File: config.mk
export PLATFORM = sky130hd
export DESIGN_NAME = fetch_unit
export DESIGN_NICKNAME = d
export VERILOG_FILES = /design/src/rtl/fetch_unit.sv
export SDC_FILE = /design/constraint.sdc
export NUM_CORES = 1
export LEC_CHECK = 0
export BUFFER_PORTS_ARGS = -buffer_cell sky130_fd_sc_hd__buf_2
export CAP_MARGIN = 20
export CORE_UTILIZATION = 50
export DETAILED_ROUTE_END_ITERATION = 16
export PLACE_DENSITY = 0.73
export SYNTH_ARGS = -nofsm -noshare
export SYNTH_HDL_FRONTEND = slang
export SYNTH_SLANG_ARGS = --single-unit
File: constraint.sdc
create_clock -name clk -period 7 [get_ports clk]
set_input_delay 1.4 -clock clk [delete_from_list [all_inputs] [get_ports clk]]
set_output_delay 1.4 -clock clk [all_outputs]
set_load 0.01 [all_outputs]
File: src/rtl/fetch_unit.sv
// RV32I fetch: owns the PC, issues word requests, buffers returned words in order toward decode.
// Latency: a request accepted in cycle N with a 1-cycle memory is presented to decode in cycle N+2.
// Backpressure: decode stall holds the head; issue stops once outstanding + buffered reaches DEPTH.
module fetch_unit #(
    parameter logic [31:0] RESET_PC = 32'h0000_0000,
    parameter int          DEPTH    = 2
) (
    input  logic        clk,
    input  logic        rst_n,
    output logic        imem_req_valid,
    input  logic        imem_req_ready,
    output logic [31:0] imem_req_addr,
    input  logic        imem_resp_valid,
    input  logic [31:0] imem_resp_data,
    input  logic        redirect_valid,
    input  logic [31:0] redirect_pc,
    output logic        inst_valid,
    input  logic        inst_ready,
    output logic [31:0] inst,
    output logic [31:0] inst_pc
);

    localparam int PW = $clog2(DEPTH);
    localparam int CW = PW + 1;
    localparam logic [31:0] NOP = 32'h0000_0013;

    typedef logic [PW-1:0] ptr_t;
    typedef logic [CW-1:0] cnt_t;

    typedef struct packed {
        logic [31:0] pc;
        logic [31:0] word;
    } entry_t;

    logic [31:0] fetch_pc;
    cnt_t        outstanding;
    cnt_t        drop;
    cnt_t        count;
    ptr_t        aq_rd;
    ptr_t        aq_wr;
    ptr_t        rd_ptr;
    ptr_t        wr_ptr;
    logic [31:0] aq_mem [DEPTH];
    entry_t      buf_mem [DEPTH];

    logic        credit_ok;
    logic        req_fire;
    logic        resp_drop;
    logic        buf_push;
    logic        buf_pop;
    logic [1:0]  unused_pc_bits;

    assign unused_pc_bits = redirect_pc[1:0];

    // Credits cover both in-flight requests and buffered words, so a response always has a slot.
    assign credit_ok      = ({1'b0, outstanding} + {1'b0, count}) < (CW+1)'(DEPTH);
    assign imem_req_valid = rst_n & ~redirect_valid & credit_ok;
    assign imem_req_addr  = fetch_pc;
    assign req_fire       = imem_req_valid & imem_req_ready;

    assign resp_drop = imem_resp_valid & (drop != '0);
    assign buf_push  = imem_resp_valid & (drop == '0) & ~redirect_valid;
    assign buf_pop   = inst_valid & inst_ready & ~redirect_valid;

    assign inst_valid = (count != '0);
    assign inst       = inst_valid ? buf_mem[rd_ptr].word : NOP;
    assign inst_pc    = inst_valid ? buf_mem[rd_ptr].pc   : 32'h0000_0000;

    always_ff @(posedge clk) begin
        if (!rst_n) begin
            fetch_pc    <= RESET_PC;
            outstanding <= '0;
            drop        <= '0;
            count       <= '0;
            aq_rd       <= '0;
            aq_wr       <= '0;
            rd_ptr      <= '0;
            wr_ptr      <= '0;
        end else begin
            outstanding <= outstanding + cnt_t'(req_fire) - cnt_t'(imem_resp_valid);
            aq_wr       <= aq_wr + ptr_t'(req_fire);
            aq_rd       <= aq_rd + ptr_t'(imem_resp_valid);
            if (redirect_valid) begin
                fetch_pc <= {redirect_pc[31:2], 2'b00};
                // Everything still in flight after this cycle belongs to the old path.
                drop     <= outstanding - cnt_t'(imem_resp_valid);
                count    <= '0;
                rd_ptr   <= '0;
                wr_ptr   <= '0;
            end else begin
                if (req_fire) begin
                    fetch_pc <= fetch_pc + 32'd4;
                end
                if (resp_drop) begin
                    drop <= drop - cnt_t'(1);
                end
                wr_ptr <= wr_ptr + ptr_t'(buf_push);
                rd_ptr <= rd_ptr + ptr_t'(buf_pop);
                count  <= count + cnt_t'(buf_push) - cnt_t'(buf_pop);
            end
        end
    end

    always_ff @(posedge clk) begin
        if (req_fire) begin
            aq_mem[aq_wr] <= fetch_pc;
        end
        if (buf_push) begin
            buf_mem[wr_ptr] <= '{pc: aq_mem[aq_rd], word: imem_resp_data};
        end
    end

endmodule
Word level (Yosys, flattened, before mapping)
Memory sizes are Yosys's and may differ from the RTL's. A register that Yosys moved wholly into a read port is not among the register bits.
Index checks and enable logic that the tools add are counted.
{"block": "word_totals", "ff_bits": 42, "mem_bits_rw": 192, "inputBits": 70, "n_memories": 2}
{"memory": "buf_mem", "depth": 2, "width": 64, "read_ports": 1, "rd_ports_with_merged_regs": 1, "write_ports": 1, "line": "44", "text": "entry_t buf_mem [DEPTH];"}
{"memory": "aq_mem", "depth": 2, "width": 32, "read_ports": 1, "rd_ports_with_merged_regs": 1, "write_ports": 1, "line": "43", "text": "logic [31:0] aq_mem [DEPTH];"}
{"block": "classes", "n_addsub": 12, "n_lt_le_gt_ge": 1, "n_mux": 12, "bitwise_logic": 10, "n_reduce_logical": 6}
{"cell": "$mux 32", "n": 4}
{"cell": "$add 32x3->32 const B", "n": 1}
{"cell": "$and 1x1->1", "n": 8}
{"cell": "$reduce_bool 2->1", "n": 4}
{"cell": "$mux 1", "n": 6}
{"cell": "$sub 2x1->2", "n": 3}
{"cell": "$add 1x1->1", "n": 4}
{"cell": "$add 2x1->2", "n": 2}
{"cell": "$mux 2", "n": 2}
{"cell": "$add 2x2->3", "n": 1}
{"cell": "$lt 3x2->1 const B", "n": 1}
{"cell": "$logic_not 2->1", "n": 1}
{"cell": "$not 1->1", "n": 2}
{"cell": "$reduce_or 2->1", "n": 1}
{"cell": "$sub 2x1->2 const B", "n": 1}

Longest topological paths before layout
Gate-level depths: netlist of run 1.
{"block": "depth", "depth_word": 6, "ltp_mapped": 11, "depth_no_buf": 10}

Worst setup path before layout of run 1
OpenSTA, ideal clock, no wires.
{"block": "synth_path", "path_kind": "input -> register", "from": "in redirect_valid", "to": "mem buf_mem[1][0] (netlist name) (enable)", "setup_ns": 0.427, "arrival_ns": 3.950, "path_slack_ns": 2.623, "path_stages": 7, "n_path_buf": 3, "cell_sequence": "clkbuf_1 inv_1 clkbuf_1 buf_1 nand3_1 inv_1 ha_1"}
{"block": "synth_via", "elab_chain_len": 4}
{"element": "start, declared", "line": "15", "text": "input logic redirect_valid,"}
{"element": "$not 1->1", "line": "62", "text": "assign buf_push = imem_resp_valid & (drop == '0) & ~redirect_valid;"}
{"element": "$and 1x1->1", "line": "62"}
{"element": "$mux 1", "line": "108", "text": "if (buf_push) begin"}
{"element": "$mux 1 (implied by the code)", "line": "109", "text": "buf_mem[wr_ptr] <= '{pc: aq_mem[aq_rd], word: imem_resp_data};"}
{"element": "end, declared", "line": "44"}
No other way between the ends.

Worst setup path in the final report of run 1
{"block": "layout_path", "from": "in rst_n", "to": "out imem_req_valid"}
{"block": "layout_via", "elab_chain_len": 2}
{"element": "start, declared", "line": "9", "text": "input logic rst_n,"}
{"element": "$and 1x1->1 (2 in series)", "line": "57", "text": "assign imem_req_valid = rst_n & ~redirect_valid & credit_ok;"}
{"element": "end, declared", "line": "10", "text": "output logic imem_req_valid,"}
No other way between the ends.

==> impl_metrics.yaml, run 1 <==
route:
  wl_per_cell_microns: 17.4
  first_pass_iters: 5
  drc: 0
  routed_via_density: 5.29
  vias: 5520
  route.antenna.remaining_nets: 0
  dr.first_iter.drc_count: 263
  routed_wl_microns: 18200
cts:
  clkLatencyLatePin_ns: 0.49
  post_cts_buffers: 0
  cts_inserted_buffers: 23
  clkSinkCount: 225
  root_buffer: "clkbuf_16"
  cts_tree: "done"
  cts_hold_buf: 0
  cts_resized: 0
  htree_levels: 1
  cts_buffer_depth: 3
  clkTransAtPathRegs_ns: 0.06
setup_path:
  critical_path_class: "input pin to output pin"
  cp-start-kind: "input pin"
  arrival_ns: 2.69
  cp_max_fo: 39
  rrSetupSlack_ns: 3.57
  worstSetupEndpointType: "output pin"
  reg2reg_to: "aq_mem[0][17]"
  crit_start: "rst_n"
  rr_startpoint: "count[0]"
  cp.required_ns: 5.60
  ff2ff_path_depth: 7
  endpoint: "imem_req_valid"
sta:
  fin_skew_ns: 0.0153
  fin_crit_sh: 0.584
  maxClockFrequency_ghz: 0.245
  finalSetupViolCount: 0
  relSlewSlack: 0.339
  rsz0062_at_grt: "false"
  timing.hold.ws_ns: 0.539
  worstMarginPinSlew_ns: 0.987
  drv_slew: 0
  final.setup.tns_ns: 0
  hold_viol: 0
  finalCriticalPeriod_ns: 4.09
synthesis:
  avgSynthCellArea_sq_um: 14.3
  yosys_register_bits: 225
  synth_seq_area_share: 0.695
  ys_warn_count: 0
  synthCells: 639
  synth_cell_types: 39
  syn_area_sq_um: 9130
flow_run:
  maxCapViolCount: 0
final_layout:
  multiInputGateArea_sq_um: 2640
  layout-drive-gt1-share: 0.292
  num-nets-final: 881
  final-seq-area_sq_um: 6350
  nFillCells: 1385
  diodes: 0
  area_growth_pct: 19.5
  final-instance-count-excl-fill: 1044
  design_area_sq_um: 10900
placement:
  port_buffers: 161
  placed_area_sq_um: 10200
  gp_congestion: 0.831
  placedCellCount: 1002
  dpl.hpwl_microns: 11500
grt:
  grt_pass1_vias: 5294
  globalRouteOverflowTotal: 0
  gr-usage-all-layers: 0.191
  antenna_found_initial: 0
  grt_pass1_wl_microns: 27400
  grt_max_degree: 64
hold_path:
  hold_path.class: "register to register"
floorplan:
  die_w_microns: 137
  rows: 49
  dieHeight_microns: 137
  start_util: 0.510
  core_area_sq_um: 17900
  die-area_sq_um: 18800
  ios: 168
pwr:
  combPwrFrac: 0.075
  p_sw_frac: 0.216
  ir_drop_mv: 0.150
  p_seq_frac: 0.527
  switchingPower_mw: 0.634
  power_frac_clock: 0.399
  p_leak_nw: 4.08
  power_density_nw_per_um2: 269
  intPower_mw: 2.30
outcome:
  outcome: "finished clean"
-- how the worst min path moves through the flow --
| stage | from | to | slack [ns] | depth (start not counted) |
|---|---|---|---|---|
| floorplan | aq_wr | aq_wr | 0.53 | 3 |
| global placement | imem_req_addr[20] | aq_mem[1][20] | 0.54 | 0 |
| detailed placement | imem_req_addr[20] | aq_mem[0][20] | 0.53 | 0 |
| CTS | imem_req_addr[20] | aq_mem[0][20] | 0.54 | 0 |
| global route | imem_req_addr[20] | aq_mem[0][20] | 0.55 | 0 |
| finish | imem_req_addr[20] | aq_mem[0][20] | 0.54 | 0 |
-- logic make-up after synthesis --
| group | synth area share |
|---|---|
| buffers and inverters | 0.0211 |
| AND/OR/NAND/NOR | 0.0895 |
| multiplexers | 0.111 |
| other | 0.000411 |
| adder cells (fa/ha/maj) | 0.0173 |
| AO/OA/AOI/OAI | 0.0393 |
| flip-flops | 0.695 |
| XOR/XNOR | 0.0269 |
-- area by class of cell --
cell class	count	area share
Timing Repair Buffer	166	0.0791
Inverter	11	0.00378
Sequential cell	225	0.582
Clock buffer	36	0.0619
Multi-Input combinational cell	372	0.242
Tap cell	229	0.0263
Clock inverter	5	0.00482
-- cells in the mapped netlist --
cell	instances	share of area
mux2i_1	65	0.071
a21oi_1	14	0.0077
nor2_1	68	0.028
a2bb2oi_1	1	0.00096
nor4_4	1	0.0023
a21boi_2	2	0.0025
buf_6	1	0.0012
clkbuf_1	21	0.0086
o21ai_0	27	0.015
a31oi_1	1	0.00069
nor4_2	1	0.0014
or3b_1	1	0.00096
nand3_1	19	0.010
nor4_1	2	0.0014
nand4_1	12	0.0082
conb_1	1	0.00041
a21boi_0	3	0.0025
nor2b_1	5	0.0034
nor3_1	5	0.0027
ha_1	11	0.015
o211ai_1	2	0.0016
buf_4	4	0.0033
inv_1	11	0.0045
mux2_2	32	0.039
buf_2	1	0.00055
edfxtp_1	184	0.61
fa_1	1	0.0022
and3_1	3	0.0021
o211a_1	7	0.0077
xor2_1	18	0.017
buf_1	7	0.0029
nand2_1	38	0.016
dfxtp_1	41	0.090
nand2b_1	5	0.0034
and4_1	2	0.0019
nor3b_1	1	0.00082
and2_1	10	0.0069
xnor2_1	10	0.0096
o2bb2ai_1	1	0.00096
-- flip-flops by register name, indices dropped and copies added (netlist names), named ones only --
name	flops
aq_rd	1
aq_mem	60
rd_ptr	1
buf_mem	124
count	2
outstanding	2
drop	2
aq_wr	1
imem_req_addr	30
wr_ptr	1
-- layer usage --
| layer | GRT usage | vias to the layer above | wire (microns) |
|---|---|---|---|
| li1 | - | 2646 | - |
| met1 | 0.245 | 2644 | 7610 |
| met2 | 0.324 | 201 | 8860 |
| met3 | 0.0352 | 29 | 1310 |
| met4 | 0.0653 | 0 | 412 |
| met5 | 0 | - | 0 |
-- placed cells by master, fill, tap and decap left out, types with 7 or more instances in the layout --
cell type	instances
mux2i_1	65
mux2_2	32
xor2_1	18
buf_2	161
nand4_1	12
o21ai_0	27
ha_1	9
xnor2_1	10
nand2_1	38
o211a_1	7
nor2_1	67
nand3_1	19
and2_1	10
a21oi_1	14
inv_1	11
dfxtp_1	40
clkbuf_16	24
clkbuf_1	9
edfxtp_1	184
-- through the flow --
| stage | utilization | setup WS (ns) | total power, mW |
|---|---|---|---|
| 6_report | 0.610 | 2.91 | 2.93 |
| 5_1_grt | 0.610 | 2.72 | 3.04 |
| 4_1_cts | 0.608 | 2.90 | 2.95 |
| 3_5_place_dp | 0.567 | 2.82 | 1.79 |
| 3_3_place_gp | 0.567 | 2.90 | 1.78 |
| 2_1_floorplan | - | 2.62 | 1.70 |
-- critical path: stages --
cell      delay (ns)
buf_2           0.49
nand2b_1        0.39
nor3_1          0.22
buf_2           0.17
-- power groups by stage --
stage,sequential [mW],clock [mW],combinational (mW)
after detailed placement,1.57,0,0.218
final,1.55,1.17,0.219
after global placement,1.57,0,0.208
after global routing,1.55,1.24,0.243
after floorplan,1.57,0,0.135
after CTS,1.55,1.19,0.220
Power figures use the tool's default switching activity.
==> run 2: changes to the inputs <==
--- a/config.mk
+++ b/config.mk
@@ -9,7 +9,7 @@
 export CAP_MARGIN = 20
 export CORE_UTILIZATION = 50
 export DETAILED_ROUTE_END_ITERATION = 16
-export PLACE_DENSITY = 0.73
+export PLACE_DENSITY = 0.76
 export SYNTH_ARGS = -nofsm -noshare
 export SYNTH_HDL_FRONTEND = slang
 export SYNTH_SLANG_ARGS = --single-unit
==> constraint.sdc (replaced) <==
create_clock -name clk -period 3.5 [get_ports clk]
set_input_delay 0.7 -clock clk [delete_from_list [all_inputs] [get_ports clk]]
set_output_delay 0.7 -clock clk [all_outputs]
set_load 0.01 [all_outputs]
==> impl_metrics.yaml, run 2 (synthesis gave the netlist of run 1 again) <==
hold_path:
  hold_path.class: "input pin to register"
  hp-start: "imem_resp_data[30]"
  hold_depth: 1
  holdPathEnd: "buf_mem[1][30]"
setup_path:
  ff2ff_path_depth: 7
  rrSetupSlack_ns: 0.58
  cp_max_fo: 8
  cp-start-kind: "register"
  rr_startpoint: "count[0]"
  cp.required_ns: 3.90
  max_stage_delay_ns: 0.63
  arrival_ns: 3.31
  critical_path_class: "register to register"
  reg2reg_to: "imem_req_addr[18]"
  path_cells: "and2_1 > fa_1 > or3b_1 > nor4_1 > nand4_1 > xnor2_1 > o211a_1"
  worstSetupEndpointType: "register"
  slowest_stage: "nor4_1"
grt:
  antenna_found_initial: 0
  grt_pass1_wl_microns: 27500
  globalRouteOverflowTotal: 0
  gr-usage-all-layers: 0.193
  grt_pass1_vias: 5261
  grt_max_degree: 40
route:
  vias: 5552
  routed_wl_microns: 18200
  first_pass_iters: 5
  drc: 0
  dr.first_iter.drc_count: 306
  route.antenna.remaining_nets: 0
  wl_per_cell_microns: 17.4
  routed_via_density: 5.29
cts:
  cts_buffer_depth: 3
  cts_resized: 0
  clkLatencyLatePin_ns: 0.50
  cts_hold_buf: 0
  cts_tree: "done"
  cts_inserted_buffers: 23
  root_buffer: "clkbuf_16"
  clkTransAtPathRegs_ns: 0.06
  post_cts_buffers: 0
  clkSinkCount: 225
  htree_levels: 1
sta:
  finalSetupViolCount: 0
  hold_viol: 0
  fin_crit_sh: 0.833
  worstMarginPinSlew_ns: 0.883
  rsz0062_at_grt: "false"
  fin_skew_ns: 0.0139
  relSlewSlack: 0.407
  timing.hold.ws_ns: 0.380
  final.setup.tns_ns: 0
  finalCriticalPeriod_ns: 2.92
  maxClockFrequency_ghz: 0.343
  drv_slew: 0
placement:
  gp_congestion: 0.776
  dpl.hpwl_microns: 11700
  port_buffers: 161
floorplan:
  start_util: 0.510
  ios: 168
  core_area_sq_um: 17900
  rows: 49
  die_w_microns: 137
  dieHeight_microns: 137
  die-area_sq_um: 18800
final_layout:
  layout_common_cells: "184 x edfxtp_1, 161 x buf_2, 67 x nor2_1"
  layout-drive-gt1-share: 0.295
  layout_commonest_cell: "edfxtp_1"
  largest_reg_flops: 124
  finish.utilization: 0.612
  regMostFlops: "buf_mem"
  num-nets-final: 888
  area_growth_pct: 19.9
  diodes: 0
flow_run:
  maxCapViolCount: 0
pwr:
  ir_drop_mv: 0.347
  power_density_nw_per_um2: 524
  p_leak_nw: 4.09
  fin_total_pwr_mw: 5.74
outcome:
  outcome: "finished clean"
[run 2: routing by layer]
layer / share of wire / track usage / vias up
li1: - / - / 2660
met1: 0.44 / 0.257 / 2680
met2: 0.48 / 0.315 / 183
met3: 0.059 / 0.0367 / 29
met4: 0.023 / 0.0726 / 0
met5: 0 / 0 / -
[run 2: per-stage QoR]
stage               area (sq um)  instances  setup WS, ns
finish                     11000       1049         0.584
global route               11000       1049         0.407
CTS                        11000       1049         0.581
detailed placement         10300       1010         0.588
global placement           10300       1010         0.699
floorplan                   9140        642        -0.177
[run 2: critical path, delay by kind of cell, from the launching register on]
family / cells / cell delay, ns
AO/OA/AOI/OAI: 1 / 0.22
XOR/XNOR: 1 / 0.18
adder cells (fa/ha/maj): 1 / 0.46
flip-flops: 1 / 0.40
AND/OR/NAND/NOR: 4 / 1.56
[run 2: final cells by class]
type / count / area (sq um)
Clock buffer: 33 / 643
Clock inverter: 6 / 28.8
Fill cell: 1385 / 6950
Inverter: 11 / 41.3
Multi-Input combinational cell: 372 / 2640
Sequential cell: 225 / 6350
Tap cell: 229 / 287
Timing Repair Buffer: 173 / 958
[run 2: report_power, final]
part	internal (mW)	leakage, nW	switching [mW]
clock	1.27	0.328	0.930
combinational	0.194	1.74	0.255
sequential	3.02	2.02	0.0745
total	4.48	4.09	1.26
[run 2: worst max-delay path by stage]
stage	cells after the start	slack [ns]	startpoint	end
finish	7	0.58	count[0]	imem_req_addr[18]
global route	7	0.41	count[0]	imem_req_addr[18]
CTS	7	0.58	count[0]	imem_req_addr[18]
detailed placement	7	0.59	count[0]	imem_req_addr[18]
global placement	7	0.70	count[0]	imem_req_addr[18]
floorplan	7	-0.18	redirect_valid	buf_mem[1][0]
